`src/rtl/adjust_pkg.sv`:
```
// Shared types and constants for the adjust_v frame sequencer.
package adjust_pkg;

    typedef enum logic [1:0] {
        IDLE  = 2'd0,
        LOAD  = 2'd1,
        RUN   = 2'd2,
        DRAIN = 2'd3
    } state_t;

    typedef struct packed {
        logic [7:0] from_v;
        logic [7:0] to_v;
    } cfg_t;

    localparam logic [7:0] DEF_FROM_V = 8'h00;
    localparam logic [7:0] DEF_TO_V   = 8'hFF;

endpackage

```
`src/rtl/adjust_cfg_fifo.sv`:
```
// Small config FIFO holding per-frame adjust bounds.
// A push into a full FIFO is still accepted when a pop happens in the same cycle.
module adjust_cfg_fifo
    import adjust_pkg::*;
#(
    parameter int DEPTH = 2
) (
    input  logic clk,
    input  logic rst,
    input  logic push,
    input  cfg_t push_data,
    input  logic pop,
    output cfg_t head,
    output logic full,
    output logic empty,
    output logic push_drop
);

    localparam int AW = (DEPTH > 1) ? $clog2(DEPTH) : 1;

    cfg_t       mem_q [DEPTH];
    cfg_t       mem_d [DEPTH];
    logic [AW:0] wr_ptr_q, wr_ptr_d;
    logic [AW:0] rd_ptr_q, rd_ptr_d;
    logic        push_ok;

    assign empty     = (wr_ptr_q == rd_ptr_q);
    assign full      = (wr_ptr_q[AW] != rd_ptr_q[AW]) &&
                       (wr_ptr_q[AW-1:0] == rd_ptr_q[AW-1:0]);
    assign push_ok   = push && (!full || pop);
    assign push_drop = push && full && !pop;
    assign head      = mem_q[rd_ptr_q[AW-1:0]];

    // Next pointer and storage values for accepted pushes and pops.
    always_comb begin
        wr_ptr_d = wr_ptr_q;
        rd_ptr_d = rd_ptr_q;
        mem_d    = mem_q;
        if (push_ok) begin
            mem_d[wr_ptr_q[AW-1:0]] = push_data;
            wr_ptr_d = wr_ptr_q + (AW+1)'(1);
        end
        if (pop && !empty) begin
            rd_ptr_d = rd_ptr_q + (AW+1)'(1);
        end
    end

    // Pointers reset to empty, which discards any queued entries.
    always_ff @(posedge clk or posedge rst) begin
        if (rst) begin
            wr_ptr_q <= '0;
            rd_ptr_q <= '0;
        end else begin
            wr_ptr_q <= wr_ptr_d;
            rd_ptr_q <= rd_ptr_d;
        end
    end

    // Entry storage needs no reset; the pointers define validity.
    always_ff @(posedge clk) begin
        mem_q <= mem_d;
    end

endmodule

```
`src/rtl/adjust_frame_sched.sv`:
```
// Frame-level sequencer for the framebuf -> adjust_v -> framebuf pipeline.
// Admits exactly FRAME_PIX pixels per frame and holds adjust bounds until the
// frame's last output pixel leaves the pipeline.
// Optional STATS_EN macro adds frame_cnt and stall_cnt outputs.
module adjust_frame_sched
    import adjust_pkg::*;
#(
    parameter int FRAME_PIX = 4096,
    parameter int CNT_W     = 13,
    parameter int CFG_DEPTH = 2
) (
    input  logic       clk,
    input  logic       rst,
    input  logic       cfg_wr,
    input  logic [7:0] cfg_from_v,
    input  logic [7:0] cfg_to_v,
    output logic       cfg_full,
    output logic       cfg_err,
    output logic       up_req,
    input  logic       up_ack,
    input  logic       pipe_rcv_req,
    output logic       pipe_rcv_ack,
    input  logic       pipe_snd_req,
    input  logic       pipe_snd_ack,
    output logic [7:0] adjust_from_v,
    output logic [7:0] adjust_to_v,
    output logic       busy,
    output logic       frame_done
`ifdef STATS_EN
    ,
    output logic [15:0] frame_cnt,
    output logic [15:0] stall_cnt
`endif
);

    localparam logic [CNT_W-1:0] LAST_CNT = CNT_W'(FRAME_PIX - 1);
    localparam logic [CNT_W-1:0] FULL_CNT = CNT_W'(FRAME_PIX);

    state_t           state_q, state_d;
    logic             gate_q, gate_d;
    logic [CNT_W-1:0] in_cnt_q, in_cnt_d;
    logic [CNT_W-1:0] out_cnt_q, out_cnt_d;
    logic [7:0]       from_q, from_d;
    logic [7:0]       to_q, to_d;
    logic             frame_done_q, frame_done_d;
    logic             cfg_err_q, cfg_err_d;

    logic in_xfer, out_xfer, pop, fifo_empty, push_drop;
    cfg_t cfg_in, head;

    assign up_req        = pipe_rcv_req & gate_q;
    assign pipe_rcv_ack  = up_ack & gate_q;
    assign in_xfer       = up_req & up_ack;
    assign out_xfer      = pipe_snd_req & pipe_snd_ack;
    assign pop           = (state_q == LOAD);
    assign cfg_in        = {cfg_from_v, cfg_to_v};
    assign adjust_from_v = from_q;
    assign adjust_to_v   = to_q;
    assign busy          = (state_q != IDLE);
    assign frame_done    = frame_done_q;
    assign cfg_err       = cfg_err_q;

    adjust_cfg_fifo #(
        .DEPTH (CFG_DEPTH)
    ) u_cfg_fifo (
        .clk       (clk),
        .rst       (rst),
        .push      (cfg_wr),
        .push_data (cfg_in),
        .pop       (pop),
        .head      (head),
        .full      (cfg_full),
        .empty     (fifo_empty),
        .push_drop (push_drop)
    );

    // Next-state, gating and pixel accounting for the frame sequence.
    always_comb begin
        state_d      = state_q;
        gate_d       = gate_q;
        in_cnt_d     = in_cnt_q;
        out_cnt_d    = out_cnt_q;
        from_d       = from_q;
        to_d         = to_q;
        frame_done_d = 1'b0;
        cfg_err_d    = push_drop;

        // Output pixels are only meaningful once a frame is running.
        if ((state_q == RUN || state_q == DRAIN) && out_xfer) begin
            out_cnt_d = out_cnt_q + CNT_W'(1);
        end

        case (state_q)
            IDLE: begin
                if (!fifo_empty) state_d = LOAD;
            end
            LOAD: begin
                from_d    = head.from_v;
                to_d      = head.to_v;
                in_cnt_d  = '0;
                out_cnt_d = '0;
                gate_d    = 1'b1;
                state_d   = RUN;
            end
            RUN: begin
                if (in_xfer) begin
                    in_cnt_d = in_cnt_q + CNT_W'(1);
                    // The last pixel is accepted this cycle; admission closes after it.
                    if (in_cnt_q == LAST_CNT) begin
                        gate_d  = 1'b0;
                        state_d = DRAIN;
                    end
                end
            end
            DRAIN: begin
                if ((out_xfer && out_cnt_q == LAST_CNT) || out_cnt_q == FULL_CNT) begin
                    frame_done_d = 1'b1;
                    state_d      = fifo_empty ? IDLE : LOAD;
                end
            end
            default: state_d = IDLE;
        endcase
    end

    // Control and output registers; reset closes the gate immediately.
    always_ff @(posedge clk or posedge rst) begin
        if (rst) begin
            state_q      <= IDLE;
            gate_q       <= 1'b0;
            in_cnt_q     <= '0;
            out_cnt_q    <= '0;
            from_q       <= DEF_FROM_V;
            to_q         <= DEF_TO_V;
            frame_done_q <= 1'b0;
            cfg_err_q    <= 1'b0;
        end else begin
            state_q      <= state_d;
            gate_q       <= gate_d;
            in_cnt_q     <= in_cnt_d;
            out_cnt_q    <= out_cnt_d;
            from_q       <= from_d;
            to_q         <= to_d;
            frame_done_q <= frame_done_d;
            cfg_err_q    <= cfg_err_d;
        end
    end

`ifdef STATS_EN
    logic [15:0] frame_cnt_q, frame_cnt_d;
    logic [15:0] stall_cnt_q, stall_cnt_d;

    assign frame_cnt = frame_cnt_q;
    assign stall_cnt = stall_cnt_q;

    // Frame count wraps; stall count saturates.
    always_comb begin
        frame_cnt_d = frame_cnt_q;
        stall_cnt_d = stall_cnt_q;
        if (frame_done_d) frame_cnt_d = frame_cnt_q + 16'd1;
        if (pipe_rcv_req && !gate_q && stall_cnt_q != 16'hFFFF) begin
            stall_cnt_d = stall_cnt_q + 16'd1;
        end
    end

    // Statistics registers.
    always_ff @(posedge clk or posedge rst) begin
        if (rst) begin
            frame_cnt_q <= '0;
            stall_cnt_q <= '0;
        end else begin
            frame_cnt_q <= frame_cnt_d;
            stall_cnt_q <= stall_cnt_d;
        end
    end
`endif

endmodule

```
`config.mk`:
```
export PLATFORM = sky130hd
export DESIGN_NAME = adjust_frame_sched
export DESIGN_NICKNAME = d
export VERILOG_FILES = /design/src/rtl/adjust_pkg.sv /design/src/rtl/adjust_cfg_fifo.sv /design/src/rtl/adjust_frame_sched.sv
export SDC_FILE = /design/constraint.sdc
export NUM_CORES = 1
export LEC_CHECK = 0
export CAP_MARGIN = 20
export CELL_PAD_IN_SITES_DETAIL_PLACEMENT = 1
export CELL_PAD_IN_SITES_GLOBAL_PLACEMENT = 2
export CORE_MARGIN = 3
export CORE_UTILIZATION = 33
export DETAILED_ROUTE_END_ITERATION = 6
export PLACE_DENSITY = 0.74
export SLEW_MARGIN = 5
export SYNTH_ARGS = -nofsm -noshare
export SYNTH_HDL_FRONTEND = slang
export SYNTH_SLANG_ARGS = --single-unit
```
`constraint.sdc`:
```
create_clock -name clk -period 2.1 [get_ports clk]
set_clock_uncertainty 0.2 [all_clocks]
set_input_delay 0.42 -clock clk [delete_from_list [all_inputs] [get_ports clk]]
set_output_delay 0.42 -clock clk [all_outputs]
set_load 0.01 [all_outputs]
```
==> summary.md, run 1 <==
| Metric | Value |
|---|---|
| Starting Density | `around a third` |
| CTS Hold Bufs | `0` |
| Post-synthesis instance area | `3701 um2` |
| Most frequent cells in the layout | `43 x dfrtp_1, 37 x nor2_1, 34 x clkdlybuf4s50_1` |
| Fin crit period | `2042 ps` |
| Clk slew on worst S/H paths | `around 90 ps` |
| Via count | `2578` |
| Leakage Power | `1.957 nW` |
| Clk_lat worst skew | `approximately 360 ps` |
| RSZ-0062 raised after global routing | `true` |
| Cell count after synthesis | `313` |
| Slowest CP cell | `dfstp_2` |
| R2R cell count | `6` |
| Sw Share | `30.63%` |
| Critical Path AT | `1420 ps` |
| Drt via density | `4.810` |
| ANT cells | `0` |
| Max-slew violation count | `0` |
| Worst path depth | `1` |
| Total CTS buffers | `9` |
| GP Congestion | `0.7528` |
| Setup_tns | `0 ps` |
| DRC Markers | `0` |
| Inst Count DP | `516` |
| Final Worst Setup Slack | `58.12 ps` |
| Delay-heaviest family, CP | `flip-flops` |
| ANT nets after route | `0` |
| Initial antenna violation count | `0` |
| H-Tree Level Count | `3` |
| CP Data Required Time | `1480 ps` |
| Pint | `2.800 mW` |
| CP Max Fanout | `2` |
| Global-route wire length before repair | `13790 um` |
| Setup WS pre-CTS | `-238.9 ps` |
| Syn_area_per_cell | `around 12 um2` |
| Peak VDD IR | `roughly 0.46 mV` |
| Critical Path Start Type | `register` |
| Core area | `between 10000 and 15000 um2` |
| Element type at the critical path end | `primary output` |
| TritonCTS clock tree | `yes` |
| DPL Wire Length | `5569 um` |
| Asr flop ratio synth | `61.45%` |
| Buffers on Ports | `44` |
| Endpoints failing setup | `0` |
| Slew margin rel. | `roughly two thirds` |
| Outcome | `complete, no violations` |
| CP Buf/Inv Count | `1` |
| Most common cell after layout, fill and taps aside | `dfrtp_1` |
| Number of synthesis warnings | `0` |
| Area delta synth->final | `29.14%` |
| CTS root buf | `clkbuf_8` |
| First-pass DRT Iterations | `4` |
| Drt total wl | `8143 um` |
| Switching pwr | `1.236 mW` |
| Total GRT Usage | `13.61%` |
| Max-cap viol count | `0` |
| Die area | `12520 um2` |
| Wire per inst | `between 15 and 20 um` |
| Worst-Margin Slew | `504.2 ps` |
| Sequential area share after synthesis | `between 60% and 70%` |
| GRT overflow | `0` |
| Layout cell share with drive strength beyond 1 | `19.95%` |
| Synth cell types | `49` |
| Final cell count without fillers | `approximately 540` |
| Worst Hold Class | `in2async` |
| Fmax | `489.7 MHz` |
| Iteration-0 DRC count of the detailed router | `45` |
| Largest net degree at the start of global routing | `50` |
| Io pins | `45` |
| Placed Area | `4518 um2` |
| CP Class | `reg2out` |
| Total Nets Final | `421` |
| Sequential power share | `53.1%` |
| Clk network pwr share | `26.2%` |
| Clock buffer depth | `2` |
| Crit-path max cell delay | `540 ps` |
| Share of total power in combinational logic | `20.7%` |
| Fin. Hold Viols | `0` |
| Post-Synthesis Net Count | `343` |
| Power density cells | `844.4 nW/um2` |
| Die Ht | `111.9 um` |
| Final Instance Area | `4780 um2` |
| Fin crit share | `a little over nine tenths` |
| Post-synth EDFFs | `32` |
| Clock sinks | `slightly above 80` |
| Die width | `about 110 um` |
| Vias in the first global route | `2797` |
| Critical-path cell list | `clkdlybuf4s50_1` |
| FP Rows | `38` |
| Synth Flop Type | `dfrtp_1` |
| Seq cells post-synth | `83` |
## flip-flops by register name, summed over array words and instances, names as in the netlist
signal / count
u_cfg_fifo.wr_ptr_q: 2
frame_done: 1
adjust_to_v: 8
state_q: 2
cfg_err: 1
adjust_from_v: 8
u_cfg_fifo.rd_ptr_q: 2
in_cnt_q: 13
out_cnt_q: 13
u_cfg_fifo.mem_q: 32
gate_q: 1
## Yosys cell counts (2+ instances only)
master | n | area (um2)
nand3b_1 | 2 | 15.01
nand2_1 | 23 | 86.33
clkbuf_1 | 6 | 22.52
dfstp_2 | 8 | 210.2
a21oi_1 | 24 | 120.1
a21o_1 | 3 | 22.52
buf_2 | 2 | 10.01
o31ai_1 | 2 | 15.01
nand3_1 | 11 | 55.05
nor2_1 | 39 | 146.4
nand4_1 | 7 | 43.79
mux2i_1 | 22 | 220.2
edfxtp_1 | 32 | 960.9
nor4b_1 | 2 | 17.52
xor2_1 | 7 | 61.31
or3_1 | 2 | 12.51
dfrtp_1 | 43 | 1076
xnor2_1 | 5 | 43.79
nand2b_1 | 4 | 25.02
nor3_1 | 6 | 30.03
buf_4 | 2 | 15.01
inv_1 | 10 | 37.54
ha_1 | 7 | 87.58
buf_1 | 2 | 7.510
and2_1 | 3 | 18.77
o21ai_0 | 14 | 70.07
and3_1 | 3 | 18.77
## path summary, 6_finish.rpt
kind                                          end      startpoint  slack (ps)
min in group clk                      in_cnt_q[8]     in_cnt_q[8]         280
max                                adjust_to_v[6]  adjust_to_v[6]          60
max reg2reg                u_cfg_fifo.wr_ptr_q[1]      state_q[0]          80
min                        u_cfg_fifo.rd_ptr_q[1]             rst         170
min reg2reg                           in_cnt_q[8]     in_cnt_q[8]         280
max in group asynchronous            out_cnt_q[5]             rst        1010
## metrics by stage
stage | util, % | hold slack [ps] | total power [mW]
2_1_floorplan | - | 248.6 | 2.608
3_3_place_gp | 41.50 | 262.2 | 2.969
3_5_place_dp | 41.50 | 277.3 | 3.019
4_1_cts | 43.19 | 151.9 | 4.095
5_1_grt | 43.90 | 168.0 | 4.297
6_report | 43.90 | 166.4 | 4.036
## final cells by class
type	instances	area [um2]
clock buffer	9	123.9
clock inverter	7	51.30
fill	1155	6108
inverter	10	42.54
multi-input combinational	207	1395
sequential	83	2247
tap	140	175.2
timing repair buffer	80	744.5
## power groups by stage
stage | Clock [mW] | Combinational (mW) | Sequential (mW)
6_report | 1.06 | 0.837 | 2.14
5_1_grt | 1.17 | 0.944 | 2.18
4_1_cts | 1.11 | 0.845 | 2.14
3_5_place_dp | 0 | 0.843 | 2.18
3_3_place_gp | 0 | 0.805 | 2.16
2_1_floorplan | 0 | 0.472 | 2.14
## what timing repair did
| item | in CTS | in global routing |
|---|---|---|
| resized for setup | 9 | 19 |
| pin swaps | 1 | 8 |
| setup buffers | 1 | 3 |
| setup endpoints to repair | 22 | 20 |
| gates cloned | 0 | 0 |
## layer usage
layer	vias to the layer above	global-route usage, %	wire length [um]
met5	-	0	0
li1	1273	-	-
met3	9	4.022	329
met2	42	21.86	3915
met4	0	4.623	113
met1	1254	17.63	3785
## cell families after synthesis
group | count (synthesis) | share of synthesized area, %
flops | 83 | 60.72
fa+ha+maj | 7 | 2.366
xor+xnor | 12 | 2.840
compound gates | 52 | 9.230
buf+inv | 23 | 2.806
simple gates | 113 | 15.69
mux | 23 | 6.355
No activity file was read; power rests on OpenSTA's default activity.
==> run 2: changes to the inputs <==
Settings changed: PLACE_DENSITY 0.74 to 0.78.
==> run 2 against run 1 <==
Compared with the run above: sequential cell count is the same; design area up 2.7%; critical path type is now in2reg; count of clock-buffer cells in the layout is the same; largest power group unchanged; critical endpoint is now state_q[1]; combinational power up 9.4%; sequential share of layout area decreased by 1.2 points; clock power rose by 36%; setup slack improved by 17 ps; hold slack better by 59 ps.
==> summary.md, run 2 (synthesis gave the netlist of run 1 again) <==
| Metric | Value |
|---|---|
| Outcome | `complete, no violations` |
| Buffers on Ports | `44 (unchanged)` |
| Drt via density | `4.875 (+1.4%)` |
| Critical Path AT | `2070 ps (+650 ps)` |
| GRT overflow | `0 (unchanged)` |
| Worst-Margin Slew | `497.0 ps (-7.105 ps)` |
| Total GRT Usage | `14.55% (+0.93 points)` |
| CP Class | `in2reg` |
| Top Metal Used | `met4` |
| CTS root buf | `clkbuf_8` |
| Power density cells | `913.9 nW/um2 (+8.2%)` |
| Io pins | `45 (unchanged)` |
| Max-slew violation count | `0 (unchanged)` |
| Endpoints failing setup | `0 (unchanged)` |
| Element type at the critical path end | `register` |
| Worst Hold Class | `in2async` |
| Met3 WL | `297 um (-9.7%)` |
| Fin crit share | `96.40% (-0.83 points)` |
| Iteration-0 DRC count of the detailed router | `92 (+100%)` |
| Starting Density | `33.99% (unchanged)` |
| DR WL met2 | `4296 um (+9.7%)` |
| Switching pwr | `1.273 mW (+3.0%)` |
| Multi-input logic area | `1403 um2 (+0.54%)` |
| Sw Share | `28.39% (-2.2 points)` |
| Clk_lat worst skew | `360 ps (about the same)` |
| Seq. cell area | `2247 um2 (unchanged)` |
| ANT cells | `0 (unchanged)` |
| Die width | `111.9 um (unchanged)` |
| Fill count | `1166 (+0.95%)` |
| R2R cell count | `6 (unchanged)` |
| Reg2Reg Launch Point | `out_cnt_q[0]` |
| Fin. Hold Viols | `0 (unchanged)` |
| Share of total power in combinational logic | `20.4% (-0.3 points)` |
| Reg2reg end | `state_q[1]` |
| Largest Register | `u_cfg_fifo.mem_q` |
| Largest net degree at the start of global routing | `52 (+4.0%)` |
| Initial antenna violation count | `0 (unchanged)` |
| Area delta synth->final | `32.59%` |
| First-pass DRT Iterations | `6 (+2)` |
| Layout cell share with drive strength beyond 1 | `22.03% (+2.1 points)` |
| Max-cap viol count | `0 (unchanged)` |
| CP Max Fanout | `2 (unchanged)` |
| Critical Path Start Type | `input pin` |
| Die Ht | `111.9 um (unchanged)` |
| TritonCTS clock tree | `yes` |
| Die area | `12520 um2 (unchanged)` |
| Via count | `2652 (+2.9%)` |
| Clock sinks | `83 (unchanged)` |
| Leakage Power | `2.032 nW (+3.8%)` |
| Pint | `3.211 mW (+15%)` |
| Drt total wl | `8693 um (+6.8%)` |
| Most frequent cells in the layout | `43 x dfrtp_1, 40 x buf_4, 38 x nor2_1` |
| Sequential power share | `47.5% (-5.6 points)` |
| Global-route wire length before repair | `14390 um (+4.3%)` |
| Total CTS buffers | `9 (unchanged)` |
| Max reg flops | `32 (unchanged)` |
| Pwr Total | `4.485 mW (+11%)` |
| Total Nets Final | `429 (+1.9%)` |
| Clk network pwr share | `32.0% (+5.8 points)` |
| Slew margin rel. | `66.78% (+0.47 points)` |
| Clock buffer depth | `2 (unchanged)` |
| Fin crit period | `2024 ps (-17.47 ps)` |
| FP Rows | `38 (unchanged)` |
| ANT nets after route | `0 (unchanged)` |
| Core area | `10890 um2 (unchanged)` |
| Setup_tns | `0 ps (unchanged)` |
| Worst reg2reg setup slack | `80 ps (about the same)` |
| Clk slew on worst S/H paths | `90 ps (about the same)` |
| Length of routed wiring on met1 | `3949 um (+4.3%)` |
| GP Congestion | `0.7590 (+0.82%)` |
| Vias in the first global route | `2840 (+1.5%)` |
| RSZ-0062 raised after global routing | `true` |
| Fmax | `494.0 MHz (+0.86%)` |
| Peak VDD IR | `0.5138 mV (+11%)` |
| CP Data Required Time | `2150 ps (+670 ps)` |
| Biggest regs | `u_cfg_fifo.mem_q: 32 flops, in_cnt_q: 13 flops, out_cnt_q: 13 flops` |
| Wire per inst | `15.98 um (+5.2%)` |
| DPL Wire Length | `5705 um (+2.4%)` |
| DRC Markers | `0 (unchanged)` |
| H-Tree Level Count | `3 (unchanged)` |
| Most common cell after layout, fill and taps aside | `dfrtp_1` |
| CTS Hold Bufs | `0 (unchanged)` |
run 2: changes by cell type in the layout (fill, tap and decap cells not counted), moves of 2 or more:
cell and delta:
clkdlybuf4s50_1 -2, dlymetal6s2s_1 -2, buf_4 +7, ha_2 +2
buf_2 +2, clkinvlp_4 -3, dlygate4sd2_1 +4, bufinv_16 +3
run 2: area by class of cell:
type                    instances  share of cell area (%)
clock buffers                   9                   2.524
well taps                     140                   3.570
inverters                      10                  0.8159
repair buffers                 88                   16.19
clock inverters                 7                   2.524
multi-input cells             207                   28.58
flip-flops and latches         83                   45.79
run 2: worst max-delay path by stage:
stage                            from                      to  slack, ps  cells past startpoint
2_1_floorplan  u_cfg_fifo.rd_ptr_q[0]  u_cfg_fifo.wr_ptr_q[1]         70                      5
5_1_grt                  out_cnt_q[1]              state_q[1]        -30                      8
3_3_place_gp                   cfg_wr    u_cfg_fifo.mem_q[29]       -180                      3
3_5_place_dp                   cfg_wr    u_cfg_fifo.mem_q[29]       -230                      3
6_report                       up_ack              state_q[1]         80                      6
4_1_cts                adjust_to_v[3]          adjust_to_v[3]          4                      1
run 2: critical path, stage by stage:
cell             delay [ps]
clkdlybuf4s50_1         480
and2_1                  150
nand3b_1                130
o41ai_4                 400
o211ai_2                170
mux2_4                  320
run 2: metal layers:
layer,track usage (%),vias up
met3,3.370,13
met2,24.46,46
met4,5.028,0
met5,0,-
met1,18.46,1307
li1,-,1286
run 2: power by group through the flow:
stage,clock network [mW],registers [mW],logic (mW)
after floorplan,0,2.14,0.472
after global placement,0,2.15,0.830
after detailed placement,0,2.16,0.866
after CTS,1.48,2.13,0.891
after global routing,1.55,2.17,1.03
final,1.44,2.13,0.916
run 2: repair_timing:
action / CTS / global route
buffers inserted: 4 / 6
pin swaps: 2 / 7
endpoints found under the setup margin: 29 / 44
resized for setup: 19 / 14
run 2: stage by stage:
step / worst slack, ps / instances / hold WS (ps) / utilization (%) / instance area, um2
floorplan: 69.60 / 313 / 248.6 / - / 3704
global placement: -180.4 / 518 / 266.4 / 41.63 / 4533
detailed placement: -231.1 / 518 / 282.0 / 41.63 / 4533
CTS: 3.660 / 538 / 220.5 / 44.23 / 4816
global route: -27.23 / 544 / 240.5 / 45.07 / 4907
finish: 75.59 / 544 / 224.9 / 45.07 / 4907
==> run 3: changes to the inputs <==
Settings changed: CTS_CLUSTER_SIZE from default to 28, SETUP_SLACK_MARGIN from default to 0.05.
==> run 3 against run 2 <==
Compared with the run above: hold slack lost 2.9 ps; critical path depth unchanged; design area is 0.46% higher; die area unchanged; count of clock-buffer cells in the layout unchanged; sequential cell count stayed put; critical path type is now reg2reg; first-iteration DRC count shrank 1.1%.
==> summary.md, run 3 (synthesis gave the netlist of run 1 again) <==
| Metric | Value |
|---|---|
| Global-route wire length before repair | `14430 um (+0.33%)` |
| Max-cap viol count | `0 (unchanged)` |
| Layout cell share with drive strength beyond 1 | `22.85% (+0.82 points)` |
| Fin. Hold Viols | `0 (unchanged)` |
| Total Nets Final | `432 (+0.70%)` |
| Slew margin rel. | `66.94% (+0.15 points)` |
| CP Max Fanout | `4 (+2)` |
| CTS Hold Bufs | `0 (unchanged)` |
| Largest net degree at the start of global routing | `52 (unchanged)` |
| Critical Path AT | `2080 ps (about the same)` |
| Fmax | `491.9 MHz (-0.42%)` |
| Peak VDD IR | `0.5136 mV (about the same)` |
| Pwr Total | `4.469 mW (-0.36%)` |
| Area delta synth->final | `33.20%` |
| ANT nets after route | `0 (unchanged)` |
| TritonCTS clock tree | `yes` |
| Biggest regs | `u_cfg_fifo.mem_q: 32 flops, in_cnt_q: 13 flops, out_cnt_q: 13 flops` |
| H-Tree Level Count | `3 (unchanged)` |
| Die Ht | `111.9 um (unchanged)` |
| Worst Hold Class | `in2async` |
| Iteration-0 DRC count of the detailed router | `91 (-1.1%)` |
| Drt via density | `4.888 (+0.28%)` |
| DRC Markers | `0 (unchanged)` |
| DPL Wire Length | `5705 um (unchanged)` |
| Reg2Reg Launch Point | `out_cnt_q[0]` |
| Setup WS pre-CTS | `-231.1 ps (unchanged)` |
| Drt total wl | `8677 um (-0.18%)` |
| Worst Setup SP | `out_cnt_q[0]` |
| Fin crit period | `2033 ps (+8.582 ps)` |
| Element type at the critical path end | `register` |
| GRT overflow | `0 (unchanged)` |
| ANT cells | `0 (unchanged)` |
| Via count | `2674 (+0.83%)` |
| RSZ-0062 raised after global routing | `true` |
| Worst hold margin | `222.1 ps (-2.855 ps)` |
| First-pass DRT Iterations | `4 (-2)` |
| Buffers on Ports | `44 (unchanged)` |
| Leakage Power | `2.019 nW (-0.65%)` |
| Core area | `10890 um2 (unchanged)` |
| Total CTS buffers | `9 (unchanged)` |
| CP Data Required Time | `2140 ps (about the same)` |
| Total GRT Usage | `14.62% (+0.069 points)` |
| GP Congestion | `0.7590 (unchanged)` |
| Vias in the first global route | `2856 (+0.56%)` |
| Initial antenna violation count | `0 (unchanged)` |
| Wire per inst | `15.86 um (-0.73%)` |
| CTS root buf | `clkbuf_8` |
| Fin crit share | `96.81% (+0.41 points)` |
| Final Worst Setup Slack | `67.01 ps (-8.582 ps)` |
| Max reg flops | `32 (unchanged)` |
| CP Class | `reg2reg` |
| Most frequent cells in the layout | `43 x dfrtp_1, 43 x buf_4, 38 x nor2_1` |
| Io pins | `45 (unchanged)` |
| Outcome | `complete, no violations` |
| Die area | `12520 um2 (unchanged)` |
| Endpoints failing setup | `0 (unchanged)` |
| Final Instance Area | `4930 um2 (+0.46%)` |
| Largest Register | `u_cfg_fifo.mem_q` |
| Clock sinks | `83 (unchanged)` |
| FP Rows | `38 (unchanged)` |
| Placed Area | `4533 um2 (unchanged)` |
| Worst-Margin Slew | `494.8 ps (-2.281 ps)` |
| Clk slew on worst S/H paths | `90 ps (about the same)` |
| Max-slew violation count | `0 (unchanged)` |
| Die width | `111.9 um (unchanged)` |
| Clock buffer depth | `2 (unchanged)` |
| Critical Path Start Type | `register` |
| Power density cells | `906.5 nW/um2 (-0.81%)` |
| Clk_lat worst skew | `360 ps (about the same)` |
| Starting Density | `33.99% (unchanged)` |
## run 3: critical path: stages, from the launching register on
cell      delay [ps]
dfrtp_1          380
ha_2             190
and3_4           210
nand4_4          130
o311ai_4         340
o211ai_2         160
mux2_4           320
## run 3: timing repair
action                                  4_1_cts  5_1_grt
endpoints found under the hold margin         0        0
endpoints found under the setup margin       33       45
pin swaps                                     5        8
gates resized for setup                      26       12
buffers inserted                              7        6
## run 3: stage by stage
| step | instances | util, % | TNS [ps] |
|---|---|---|---|
| finish | 547 | 45.28 | 0 |
| floorplan | 313 | - | 0 |
| detailed placement | 518 | 41.63 | -4861 |
| global placement | 518 | 41.63 | -3380 |
| CTS | 541 | 44.48 | 0 |
| global route | 547 | 45.28 | -21.29 |
## run 3: final timing paths
check                      slack, ps  cells after the start              to
max in group asynchronous       1170                      3  adjust_to_v[7]
min in group clk                 290                      1     in_cnt_q[8]
setup reg to reg                  70                      6      state_q[1]
setup / recovery                  70                      6      state_q[1]
hold / removal                   220                      3         cfg_err
hold reg to reg                  290                      1     in_cnt_q[8]
## run 3: per-layer routing
layer,vias to the layer above,track usage (%),share of wire (%)
met5,-,0,0
met4,0,4.785,1.6
met3,11,3.370,3.0
met2,41,24.78,50
met1,1328,18.49,45
li1,1294,-,-
## run 3: power by group
part	switching, mW	internal, mW
combinational	0.466	0.440
clock	0.630	0.801
sequential	0.166	1.97
total	1.26	3.21
## run 3: layout make-up
type / instances / area, um2
timing repair buffer: 91 / 807.0
inverter: 10 / 42.54
fill: 1163 / 5958
multi-input combinational: 207 / 1410
tap: 140 / 175.2
sequential: 83 / 2247
clock inverter: 7 / 123.9
clock buffer: 9 / 123.9
